===== src/rtl/uart_fifo_link.sv =====
// rtl/uart_fifo_link.sv - UART transceiver with TX/RX FIFOs, sticky errors, echo and loopback modes
//
// Ports:
//   clk, reset         system clock, synchronous active-high reset
//   rx, tx             serial input (asynchronous, idle high) / serial output (idle high)
//   mode               00 normal, 01 echo, 10 internal loopback, 11 same as 00
//   tx_data, tx_wr     byte and write strobe into the TX FIFO; tx_full flags a full TX FIFO
//   rx_data, rx_rd     show-ahead head of the RX FIFO and its pop strobe
//   rx_empty, rx_count RX FIFO empty flag and occupancy
//   frame_err, overrun sticky receive errors, cleared by clr_err (a new error wins)
module uart_fifo_link #(
    parameter int CLKS_PER_BIT = 10416,
    parameter int DATA_BITS    = 8,
    parameter int FIFO_DEPTH   = 16
) (
    input  logic                          clk,
    input  logic                          reset,
    input  logic                          rx,
    output logic                          tx,
    input  logic [1:0]                    mode,
    input  logic [DATA_BITS-1:0]          tx_data,
    input  logic                          tx_wr,
    output logic                          tx_full,
    output logic [DATA_BITS-1:0]          rx_data,
    input  logic                          rx_rd,
    output logic                          rx_empty,
    output logic [$clog2(FIFO_DEPTH):0]   rx_count,
    output logic                          frame_err,
    output logic                          overrun,
    input  logic                          clr_err
);

    localparam int AW = $clog2(FIFO_DEPTH);
    localparam int CW = $clog2(CLKS_PER_BIT);
    localparam int IW = $clog2(DATA_BITS);
    localparam logic [CW-1:0] BIT_LAST  = CW'(CLKS_PER_BIT - 1);
    localparam logic [CW-1:0] HALF_LAST = CW'(CLKS_PER_BIT / 2 - 1);
    localparam logic [IW-1:0] IDX_LAST  = IW'(DATA_BITS - 1);
    localparam logic [AW:0]   DEPTH     = (AW + 1)'(FIFO_DEPTH);
    localparam logic [1:0]    M_NORMAL  = 2'd0;
    localparam logic [1:0]    M_ECHO    = 2'd1;
    localparam logic [1:0]    M_LOOP    = 2'd2;

    typedef enum logic [1:0] {S_IDLE, S_START, S_DATA, S_STOP} state_t;

    logic [1:0] mode_n;
    assign mode_n = (mode == 2'b11) ? M_NORMAL : mode;

    // TX FIFO
    logic [DATA_BITS-1:0] tx_mem [FIFO_DEPTH];
    logic [AW-1:0]        tx_wp, tx_rp;
    logic [AW:0]          tx_cnt;
    logic                 tx_empty, tx_push, tx_pop;
    logic [DATA_BITS-1:0] tx_push_data;

    // TX FSM / datapath
    state_t               tx_state, tx_next;
    logic [CW-1:0]        tx_bit_cnt;
    logic [IW-1:0]        tx_idx;
    logic [DATA_BITS-1:0] tx_shift;
    logic                 tx_line, tx_line_d, tx_tick;
    logic [1:0]           tx_mode;

    // RX FIFO
    logic [DATA_BITS-1:0] rx_mem [FIFO_DEPTH];
    logic [AW-1:0]        rx_wp, rx_rp;
    logic                 rx_full, rx_push, rx_pop;

    // RX FSM / datapath
    state_t               rx_state, rx_next;
    logic [CW-1:0]        rx_bit_cnt;
    logic [IW-1:0]        rx_idx;
    logic [DATA_BITS-1:0] rx_shift;
    logic                 rx_meta, rx_sync, rx_in, rx_tick, rx_half;
    logic                 rx_done, frame_set, ovr_set, echo_push;
    logic [1:0]           rx_mode;

    // ---------------- TX FIFO ----------------
    assign tx_empty = (tx_cnt == '0);
    assign tx_full  = (tx_cnt == DEPTH);
    // Echo traffic owns the TX FIFO write port; tx_wr is ignored in echo mode.
    assign echo_push    = rx_push && (rx_mode == M_ECHO);
    assign tx_push_data = echo_push ? rx_shift : tx_data;
    assign tx_push      = (echo_push || (tx_wr && mode_n != M_ECHO)) && (!tx_full || tx_pop);

    always_ff @(posedge clk) begin
        if (tx_push) tx_mem[tx_wp] <= tx_push_data;
    end

    always_ff @(posedge clk) begin
        if (reset) begin
            tx_wp  <= '0;
            tx_rp  <= '0;
            tx_cnt <= '0;
        end else begin
            if (tx_push) tx_wp <= tx_wp + AW'(1);
            if (tx_pop)  tx_rp <= tx_rp + AW'(1);
            case ({tx_push, tx_pop})
                2'b10:   tx_cnt <= tx_cnt + (AW + 1)'(1);
                2'b01:   tx_cnt <= tx_cnt - (AW + 1)'(1);
                default: ;
            endcase
        end
    end

    // ---------------- TX FSM ----------------
    assign tx_tick = (tx_bit_cnt == BIT_LAST);

    always_ff @(posedge clk) begin
        if (reset) tx_state <= S_IDLE;
        else       tx_state <= tx_next;
    end

    always_comb begin
        tx_next = tx_state;
        case (tx_state)
            S_IDLE:  if (!tx_empty) tx_next = S_START;
            S_START: if (tx_tick) tx_next = S_DATA;
            S_DATA:  if (tx_tick && tx_idx == IDX_LAST) tx_next = S_STOP;
            S_STOP:  if (tx_tick) tx_next = tx_empty ? S_IDLE : S_START;
            default: tx_next = S_IDLE;
        endcase
    end

    // The line level is registered, so tx follows the state by one cycle.
    always_comb begin
        tx_pop    = 1'b0;
        tx_line_d = 1'b1;
        case (tx_state)
            S_IDLE:  tx_pop = !tx_empty;
            S_START: tx_line_d = 1'b0;
            S_DATA:  tx_line_d = tx_shift[0];
            S_STOP:  tx_pop = tx_tick && !tx_empty;
            default: ;
        endcase
    end

    always_ff @(posedge clk) begin
        if (reset) begin
            tx_line    <= 1'b1;
            tx_bit_cnt <= '0;
            tx_idx     <= '0;
            tx_shift   <= '0;
            tx_mode    <= M_NORMAL;
        end else begin
            tx_line <= tx_line_d;
            if (tx_state == S_IDLE) tx_mode <= mode_n;
            if (tx_pop) begin
                tx_shift   <= tx_mem[tx_rp];
                tx_bit_cnt <= '0;
                tx_idx     <= '0;
            end else if (tx_state != S_IDLE) begin
                if (tx_tick) begin
                    tx_bit_cnt <= '0;
                    if (tx_state == S_DATA) begin
                        tx_shift <= tx_shift >> 1;
                        tx_idx   <= tx_idx + IW'(1);
                    end
                end else begin
                    tx_bit_cnt <= tx_bit_cnt + CW'(1);
                end
            end
        end
    end

    assign tx = (tx_mode == M_LOOP) ? 1'b1 : tx_line;

    // ---------------- RX input ----------------
    always_ff @(posedge clk) begin
        if (reset) begin
            rx_meta <= 1'b1;
            rx_sync <= 1'b1;
        end else begin
            rx_meta <= rx;
            rx_sync <= rx_meta;
        end
    end

    // The internal TX line is already synchronous, so loopback bypasses the synchroniser.
    assign rx_in = (rx_mode == M_LOOP) ? tx_line : rx_sync;

    // ---------------- RX FSM ----------------
    assign rx_tick = (rx_bit_cnt == BIT_LAST);
    assign rx_half = (rx_bit_cnt == HALF_LAST);

    always_ff @(posedge clk) begin
        if (reset) rx_state <= S_IDLE;
        else       rx_state <= rx_next;
    end

    always_comb begin
        rx_next = rx_state;
        case (rx_state)
            S_IDLE:  if (!rx_in) rx_next = S_START;
            S_START: if (rx_half) rx_next = rx_in ? S_IDLE : S_DATA;
            S_DATA:  if (rx_tick && rx_idx == IDX_LAST) rx_next = S_STOP;
            S_STOP:  if (rx_tick) rx_next = S_IDLE;
            default: rx_next = S_IDLE;
        endcase
    end

    // A pop on the same edge frees a slot, so a full FIFO only overruns without rx_rd.
    always_comb begin
        rx_done   = (rx_state == S_STOP) && rx_tick;
        rx_push   = rx_done && rx_in && (!rx_full || rx_rd);
        frame_set = rx_done && !rx_in;
        ovr_set   = rx_done && rx_in && rx_full && !rx_rd;
    end

    always_ff @(posedge clk) begin
        if (reset) begin
            rx_bit_cnt <= '0;
            rx_idx     <= '0;
            rx_shift   <= '0;
            rx_mode    <= M_NORMAL;
        end else begin
            case (rx_state)
                S_IDLE: begin
                    rx_mode    <= mode_n;
                    rx_bit_cnt <= '0;
                    rx_idx     <= '0;
                end
                S_START: rx_bit_cnt <= rx_half ? '0 : rx_bit_cnt + CW'(1);
                S_DATA: begin
                    if (rx_tick) begin
                        rx_bit_cnt <= '0;
                        rx_shift   <= {rx_in, rx_shift[DATA_BITS-1:1]};
                        rx_idx     <= rx_idx + IW'(1);
                    end else begin
                        rx_bit_cnt <= rx_bit_cnt + CW'(1);
                    end
                end
                S_STOP:  rx_bit_cnt <= rx_tick ? '0 : rx_bit_cnt + CW'(1);
                default: ;
            endcase
        end
    end

    // ---------------- RX FIFO ----------------
    assign rx_empty = (rx_count == '0);
    assign rx_full  = (rx_count == DEPTH);
    assign rx_pop   = rx_rd && (!rx_empty || rx_push);
    assign rx_data  = rx_empty ? '0 : rx_mem[rx_rp];

    always_ff @(posedge clk) begin
        if (rx_push) rx_mem[rx_wp] <= rx_shift;
    end

    always_ff @(posedge clk) begin
        if (reset) begin
            rx_wp    <= '0;
            rx_rp    <= '0;
            rx_count <= '0;
        end else begin
            if (rx_push) rx_wp <= rx_wp + AW'(1);
            if (rx_pop)  rx_rp <= rx_rp + AW'(1);
            case ({rx_push, rx_pop})
                2'b10:   rx_count <= rx_count + (AW + 1)'(1);
                2'b01:   rx_count <= rx_count - (AW + 1)'(1);
                default: ;
            endcase
        end
    end

    // ---------------- Sticky errors ----------------
    always_ff @(posedge clk) begin
        if (reset) begin
            frame_err <= 1'b0;
            overrun   <= 1'b0;
        end else begin
            if (frame_set)    frame_err <= 1'b1;
            else if (clr_err) frame_err <= 1'b0;
            if (ovr_set)      overrun <= 1'b1;
            else if (clr_err) overrun <= 1'b0;
        end
    end

endmodule


===== config.mk =====
export PLATFORM = sky130hd
export DESIGN_NAME = uart_fifo_link
export DESIGN_NICKNAME = d
export VERILOG_FILES = /design/src/rtl/uart_fifo_link.sv
export SDC_FILE = /design/constraint.sdc
export NUM_CORES = 1
export LEC_CHECK = 0
export CORE_ASPECT_RATIO = 1.4
export CORE_MARGIN = 1
export CORE_UTILIZATION = 35
export CTS_BUF_LIST = sky130_fd_sc_hd__clkbuf_8
export DETAILED_ROUTE_END_ITERATION = 10
export PLACE_DENSITY = 0.47
export SLEW_MARGIN = 10
export SYNTH_ARGS = -nofsm -noshare
export SYNTH_HDL_FRONTEND = slang
export SYNTH_SLANG_ARGS = --single-unit

===== constraint.sdc =====
create_clock -name clk -period 4.4 [get_ports clk]
set_input_delay 0.88 -clock clk [delete_from_list [all_inputs] [get_ports clk]]
set_output_delay 0.88 -clock clk [all_outputs]
set_load 0.01 [all_outputs]

==> results of run 1 <==
flip-flops by register name, summed over array words and instances, names as in the netlist, named ones only:
register and cells:
rx_shift 8, rx_sync 1, rx_mode 2, tx_rp 4
tx_bit_cnt 14, rx_wp 4, rx_bit_cnt 14, rx_idx 3
tx_line 1, frame_err 1, rx_mem 128, tx_state 2
tx_shift 8, overrun 1, rx_state 1, tx_mode 2
tx_wp 4, rx_meta 1, tx_mem 128, tx_idx 3
tx_cnt 5, rx_rp 4, rx_count 5
worst paths after layout:
| kind | from | end | cells past startpoint | slack (ps) |
|---|---|---|---|---|
| setup / recovery | flip-flop | rx_data[5] | 5 | 340 |
| hold / removal | rx_meta | rx_sync | 1 | 410 |
| setup reg to reg | rx_bit_cnt[0] | rx_count[4] | 15 | 720 |
| hold reg to reg | rx_meta | rx_sync | 1 | 410 |
cell families (layout without fill, tap and decap cells):
family	count (synthesis)	after routing	synth area share
AOI/OAI and AO/OA	72	72	0.03335
xor gates and xnor gates	45	45	0.02715
adders and majority gates	27	27	0.02327
buffers and inverters	73	192	0.02129
DFF	353	353	0.6633
muxes	110	110	0.1460
other	0	1	0
and+or+nand+nor	254	254	0.08567
report_power, final:
group | switching (uW) | leakage (uW) | internal [uW]
combinational | 448 | 0.00175 | 406
sequential | 90.8 | 0.00313 | 3640
clock | 1250 | 0.000600 | 1250
cells in the final DEF (no fill, tap or decap), types with 9 or more instances in the layout:
cell	Yosys	routed
nand2b_1	10	10
ha_1	27	27
xnor2_1	19	19
a211oi_1	9	9
nand2_1	41	41
edfxtp_1	256	256
nor2_1	102	102
a21oi_1	25	25
nor3_1	12	12
clkbuf_8	0	60
o21ai_0	9	9
dfxtp_1	97	95
nor2b_1	15	15
and3_1	9	9
inv_1	23	49
mux2_2	9	9
buf_4	0	36
clkdlybuf4s50_1	0	32
xor2_1	26	26
nand3_1	23	23
mux4_2	80	80
mux2i_1	18	18
per-stage QoR:
stage                     power [uW]  setup WS, ps  cell area [um2]
after floorplan                 4440         677.5            14520
after global placement          4666         533.1            15610
after detailed placement        4671         508.7            15610
after CTS                       7225         221.8            16600
after global routing            7443         155.2            16600
final                           7079         337.6            16600
worst register-to-register path, delay by kind of cell (launching register included):
family                   cells  cell delay (ps)
flip-flops                   1              340
XOR/XNOR                     2              210
buffers and inverters        1              110
AND/OR/NAND/NOR              4             1040
AO/OA/AOI/OAI                5             1120
adder cells (fa/ha/maj)      3              790
layout make-up:
cell class / count / area [um2]
Fill cell: 3770 / 24000
Sequential cell: 353 / 9632
Multi-Input combinational cell: 508 / 4594
Clock buffer: 60 / 825.8
Tap cell: 534 / 668.1
Timing Repair Buffer: 70 / 615.6
Clock inverter: 37 / 165.2
Inverter: 25 / 98.84
Antenna cell: 1 / 2.502
routing by layer:
layer | up-vias | global-route usage
met4 | 0 | 0.04696
li1 | 3689 | -
met2 | 118 | 0.2654
met3 | 48 | 0.02522
met5 | - | 0
met1 | 3789 | 0.1723
==> summary.md, run 1 <==
| Metric | Value |
|---|---|
| Outcome | `complete, no violations` |
| Top_reg_cell synth | `edfxtp_1` |
| Worst skew pair latency | `610 ps` |
| Die span in x | `between 150 and 200 um` |
| Metal-1 WL | `12530 um` |
| P&R area growth vs syn | `14.36%` |
| Crit-path most repeated cell | `mux4_2` |
| Setup CP Type | `reg -> out` |
| Sum Neg Setup Slack | `0 ps` |
| Clk buf depth | `3` |
| Synth top cells by count | `edfxtp_1, nor2_1, dfxtp_1` |
| Slew headroom | `0.2378` |
| Starting Density | `0.3576` |
| Avg WL per Cell | `around 19 um` |
| Post-synth EDFFs | `~260` |
| Highest Signal Layer | `met4` |
| Sink Count | `353` |
| DRC viols | `0` |
| Yosys cell types | `65` |
| # resized after CTS | `0` |
| Final core occ | `0.4089` |
| Req. time, crit path | `about 3500 ps` |
| CP endpoint kind | `primary output` |
| H-tree depth | `2` |
| Met2 WL | `~16000 um` |
| Layout Nets | `between 1000 and 1500` |
| Remaining antenna violation count after routing | `0` |
| Post-CTS Setup Inserts | `0` |
| Reg clk slew, reported paths | `about 60 ps` |
| Largest net degree at the start of global routing | `34` |
| Max incr delay on CP | `between 600 and 700 ps` |
| Max-Cap Viols | `0` |
| Post-synth top area cell | `edfxtp_1` |
| Die Y | `between 200 and 250 um` |
| FP Rows | `87` |
| Syn_area_per_cell | `between 15 and 20 um2` |
| Worst VDD drop | `~0.23 mV` |
| Hold Violations, Final | `0` |
| Vias in the first global route | `8189` |
| Slowest cell on crit path | `dfxtp_2` |
| Num ports | `34` |
| Ys Warns | `0` |
| Gr ovfl total | `0` |
| Synth Instances | `approximately 930` |
| Post-synth ARST share | `0` |
| Critical Path AT | `roughly 3200 ps` |
| Top cell family by delay on the critical path | `multiplexers` |
| CTS buffer count | `54` |
| Placer congestion estimate | `between 0.7 and 0.8` |
| Worst path cell trace | `buf_12 -> mux4_2 -> mux4_2 -> nor2b_1 -> clkdlybuf4s50_1` |
| Worst Skew | `approximately 37 ps` |
| DPL Wire Length | `20550 um` |
| Worst setup SP type | `flip-flop` |
| First-pass GRT wire length | `roughly 47000 um` |
| DP Cell Count | `roughly 1500` |
| Crit path buffers/inverters | `2` |
| Tot GR Track Use | `0.1456` |
| Register area share after synthesis | `0.6633` |
| IO Port Bufs | `33` |
| TritonCTS clock tree | `built` |
| Hold slack | `between 400 and 500 ps` |
| Initial antenna violation count | `1` |
| Post-synthesis instance area | `approximately 0.015 mm2` |
| Root Driver | `clkbuf_8` |
| 1st-iter DRT viols | `between 300 and 400` |
| Max FO, Critical Path | `22` |
| Detailed Routing Iterations Pass 1 | `4` |
| Pwr dens | `426.4 mW/mm2` |
| Most frequent cell after synthesis | `edfxtp_1` |
| # hold bufs at CTS | `0` |
| Tightest Pin Transition | `roughly 1100 ps` |
| Vias | `around 7600` |
| RSZ-0062 raised after global routing | `false` |
| Tcrit/Tclk final | `0.9233` |
| Non-filler cells in the finished layout | `1588` |
| Die area | `around 0.042 mm2` |
| Yosys top cell area share | `0.5295` |
| WL met3 | `between 1000 and 1500 um` |
| # setup viols final | `0` |
| Max Clk Rate | `about 0.25 GHz` |
| HP Class | `reg -> reg` |
| Detailed Route WL | `roughly 30000 um` |
| Final Critical Period | `approximately 4100 ps` |
| Top post-synthesis cells by area | `edfxtp_1, dfxtp_1, mux4_2` |
| Max Slew Vio Count | `0` |
| Vias/cell | `just under 5` |
| Leakage Power | `around 0.0055 uW` |
| Share of layout cells above drive strength 1 | `0.2013` |
| Placeable core region | `0.04060 mm2` |
| Flops & latches, synth | `353` |
| Syn_nets | `977` |
(Power assumes the default switching activity.)
==> run 2, diff against run 1 <==
--- a/config.mk
+++ b/config.mk
@@ -11,7 +11,7 @@
 export CTS_BUF_LIST = sky130_fd_sc_hd__clkbuf_8
 export DETAILED_ROUTE_END_ITERATION = 10
 export PLACE_DENSITY = 0.47
-export SLEW_MARGIN = 10
+export SLEW_MARGIN = 30
 export SYNTH_ARGS = -nofsm -noshare
 export SYNTH_HDL_FRONTEND = slang
 export SYNTH_SLANG_ARGS = --single-unit
==> summary.md, run 2 (synthesis gave the netlist of run 1 again) <==
| Metric | Value |
|---|---|
| Outcome | `complete, no violations` |
| Worst setup SP type | `flip-flop` |
| Sequential cell area | `around 0.0096 mm2` |
| Avg WL per Cell | `~19 um` |
| Crit-path most repeated cell | `mux4_2` |
| Most frequent cells in the layout | `edfxtp_1, nor2_1, dfxtp_1` |
| TritonCTS clock tree | `built` |
| Placer congestion estimate | `0.7282` |
| # hold bufs at CTS | `0` |
| Post-CTS Setup Inserts | `0` |
| Sink Count | `between 300 and 400` |
| # setup viols final | `0` |
| Placeable core region | `0.04060 mm2` |
| First-pass GRT wire length | `between 40000 and 50000 um` |
| Num ports | `34` |
| Max incr delay on CP | `~620 ps` |
| RSZ-0062 raised after global routing | `false` |
| Layout fillers | `between 3000 and 4000` |
| H-tree depth | `2` |
| Gr ovfl total | `0` |
| FP Rows | `87` |
| Vias/cell | `around 4.8` |
| Initial antenna violation count | `1` |
| 1st-iter DRT viols | `between 200 and 300` |
| Req. time, crit path | `around 3500 ps` |
| Tightest Pin Transition | `806.2 ps` |
| Pwr dens | `between 400 and 500 mW/mm2` |
| Leakage Power | `about 0.0055 uW` |
| Sum Neg Setup Slack | `0 ps` |
| P&R area growth vs syn | `14.48%` |
| FF-to-FF setup slack | `~760 ps` |
| Critical Path AT | `between 3000 and 4000 ps` |
| Tot GR Track Use | `0.1449` |
| Setup CP Type | `reg -> out` |
| Worst VDD drop | `around 0.24 mV` |
| Worst Skew | `between 30 and 40 ps` |
| CP endpoint kind | `primary output` |
| Clk buf depth | `3` |
| Tcrit/Tclk final | `0.9186` |
| Slowest cell on crit path | `dfxtp_2` |
| Detailed Routing Iterations Pass 1 | `4` |
| Share of layout cells above drive strength 1 | `0.2036` |
| Min-Delay Path Depth | `1` |
| Die area | `0.04231 mm2` |
| Starting Density | `0.3576` |
| DPL Wire Length | `roughly 20000 um` |
| # diodes | `0` |
| Max FO, Critical Path | `22` |
| # resized after CTS | `0` |
| Layout Nets | `between 1000 and 1500` |
| Max-Cap Viols | `0` |
| IO Port Bufs | `33` |
| Top flop regs | `rx_mem x128, tx_mem x128` |
| Worst path cell trace | `buf_12 -> mux4_2 -> mux4_2 -> nor2b_1 -> clkdlybuf4s50_1` |
| Max Slew Vio Count | `0` |
| Vias in the first global route | `8224` |
| Crit path depth | `5` |
| Most common cell after layout, fill and taps aside | `edfxtp_1` |
| Crit path buffers/inverters | `2` |
| CTS buffer count | `53` |
| Die Y | `243.0 um` |
| Hold slack | `approximately 420 ps` |
| Hold Violations, Final | `0` |
| Largest net degree at the start of global routing | `34` |
| Area occupied by multi-input gates | `~0.0046 mm2` |
| Final Critical Period | `4042 ps` |
| Die span in x | `174.1 um` |
| HP Class | `reg -> reg` |
| Root Driver | `clkbuf_8` |
| Max Clk Rate | `around 0.25 GHz` |
| Top cell family by delay on the critical path | `multiplexers` |
| Worst skew pair latency | `just over 600 ps` |
| Reg clk slew, reported paths | `60 ps` |
| Detailed Route WL | `29920 um` |
| Remaining antenna violation count after routing | `0` |
| Register-to-Register Path Depth | `15` |
| Vias | `approximately 7700` |
| DRC viols | `0` |
| Slew headroom | `0.4605` |
run 2: layer usage:
metal  global-route usage  wire length, um  vias up
li1                     -                -     3679
met1               0.1680            12300     3818
met2               0.2673            15900      117
met3              0.02679             1058       46
met4              0.04541              656        0
met5                    0                0        -
run 2: area by class of cell:
class / count / share of cell area
inverter: 25 / 0.005947
clock buffer: 62 / 0.05134
sequential: 353 / 0.5795
clock inverter: 33 / 0.008884
multi-input combinational: 508 / 0.2770
tap: 534 / 0.04020
timing repair buffer: 70 / 0.03704
run 2: worst paths after layout:
kind | start | endpoint
setup / recovery | flip-flop | rx_data[5]
hold / removal | rx_meta | rx_sync
setup reg to reg | rx_bit_cnt[0] | rx_count[4]
hold reg to reg | rx_meta | rx_sync
run 2: stage by stage:
stage	setup slack, ps	cells	util	area, um2	power, uW
floorplan	677.5	934	-	14520	4440
global placement	533.1	1490	0.3844	15610	4666
detailed placement	497.0	1490	0.3847	15620	4676
CTS	254.0	1585	0.4093	16620	7252
global route	172.5	1585	0.4093	16620	7469
finish	358.1	1585	0.4093	16620	7120
run 2: worst register-to-register path, stage by stage, from the launching register on:
cell     delay (ps)
dfxtp_1         340
ha_1            210
and3_1          340
nand4_1         170
o31ai_1         430
nand2_1         190
inv_1           110
ha_1            370
xor2_1          120
ha_1            220
o21a_1          180
o22a_1          190
a21oi_1         170
xor2_1           90
or3_1           320
a21oi_1         140
run 2: where the power goes:
part | switching [uW] | internal, uW
Sequential | 92.3 | 3640
Clock | 1250 | 1280
Combinational | 453 | 409
Total | 1790 | 5330
==> run 3, diff against run 2 <==
--- a/config.mk
+++ b/config.mk
@@ -11,6 +11,7 @@
 export CTS_BUF_LIST = sky130_fd_sc_hd__clkbuf_8
 export DETAILED_ROUTE_END_ITERATION = 10
 export PLACE_DENSITY = 0.47
+export SKIP_CTS_REPAIR_TIMING = 1
 export SLEW_MARGIN = 30
 export SYNTH_ARGS = -nofsm -noshare
 export SYNTH_HDL_FRONTEND = slang
==> results of run 3 <==
The final DEF is identical to that of run 2; final timing and power are the same.
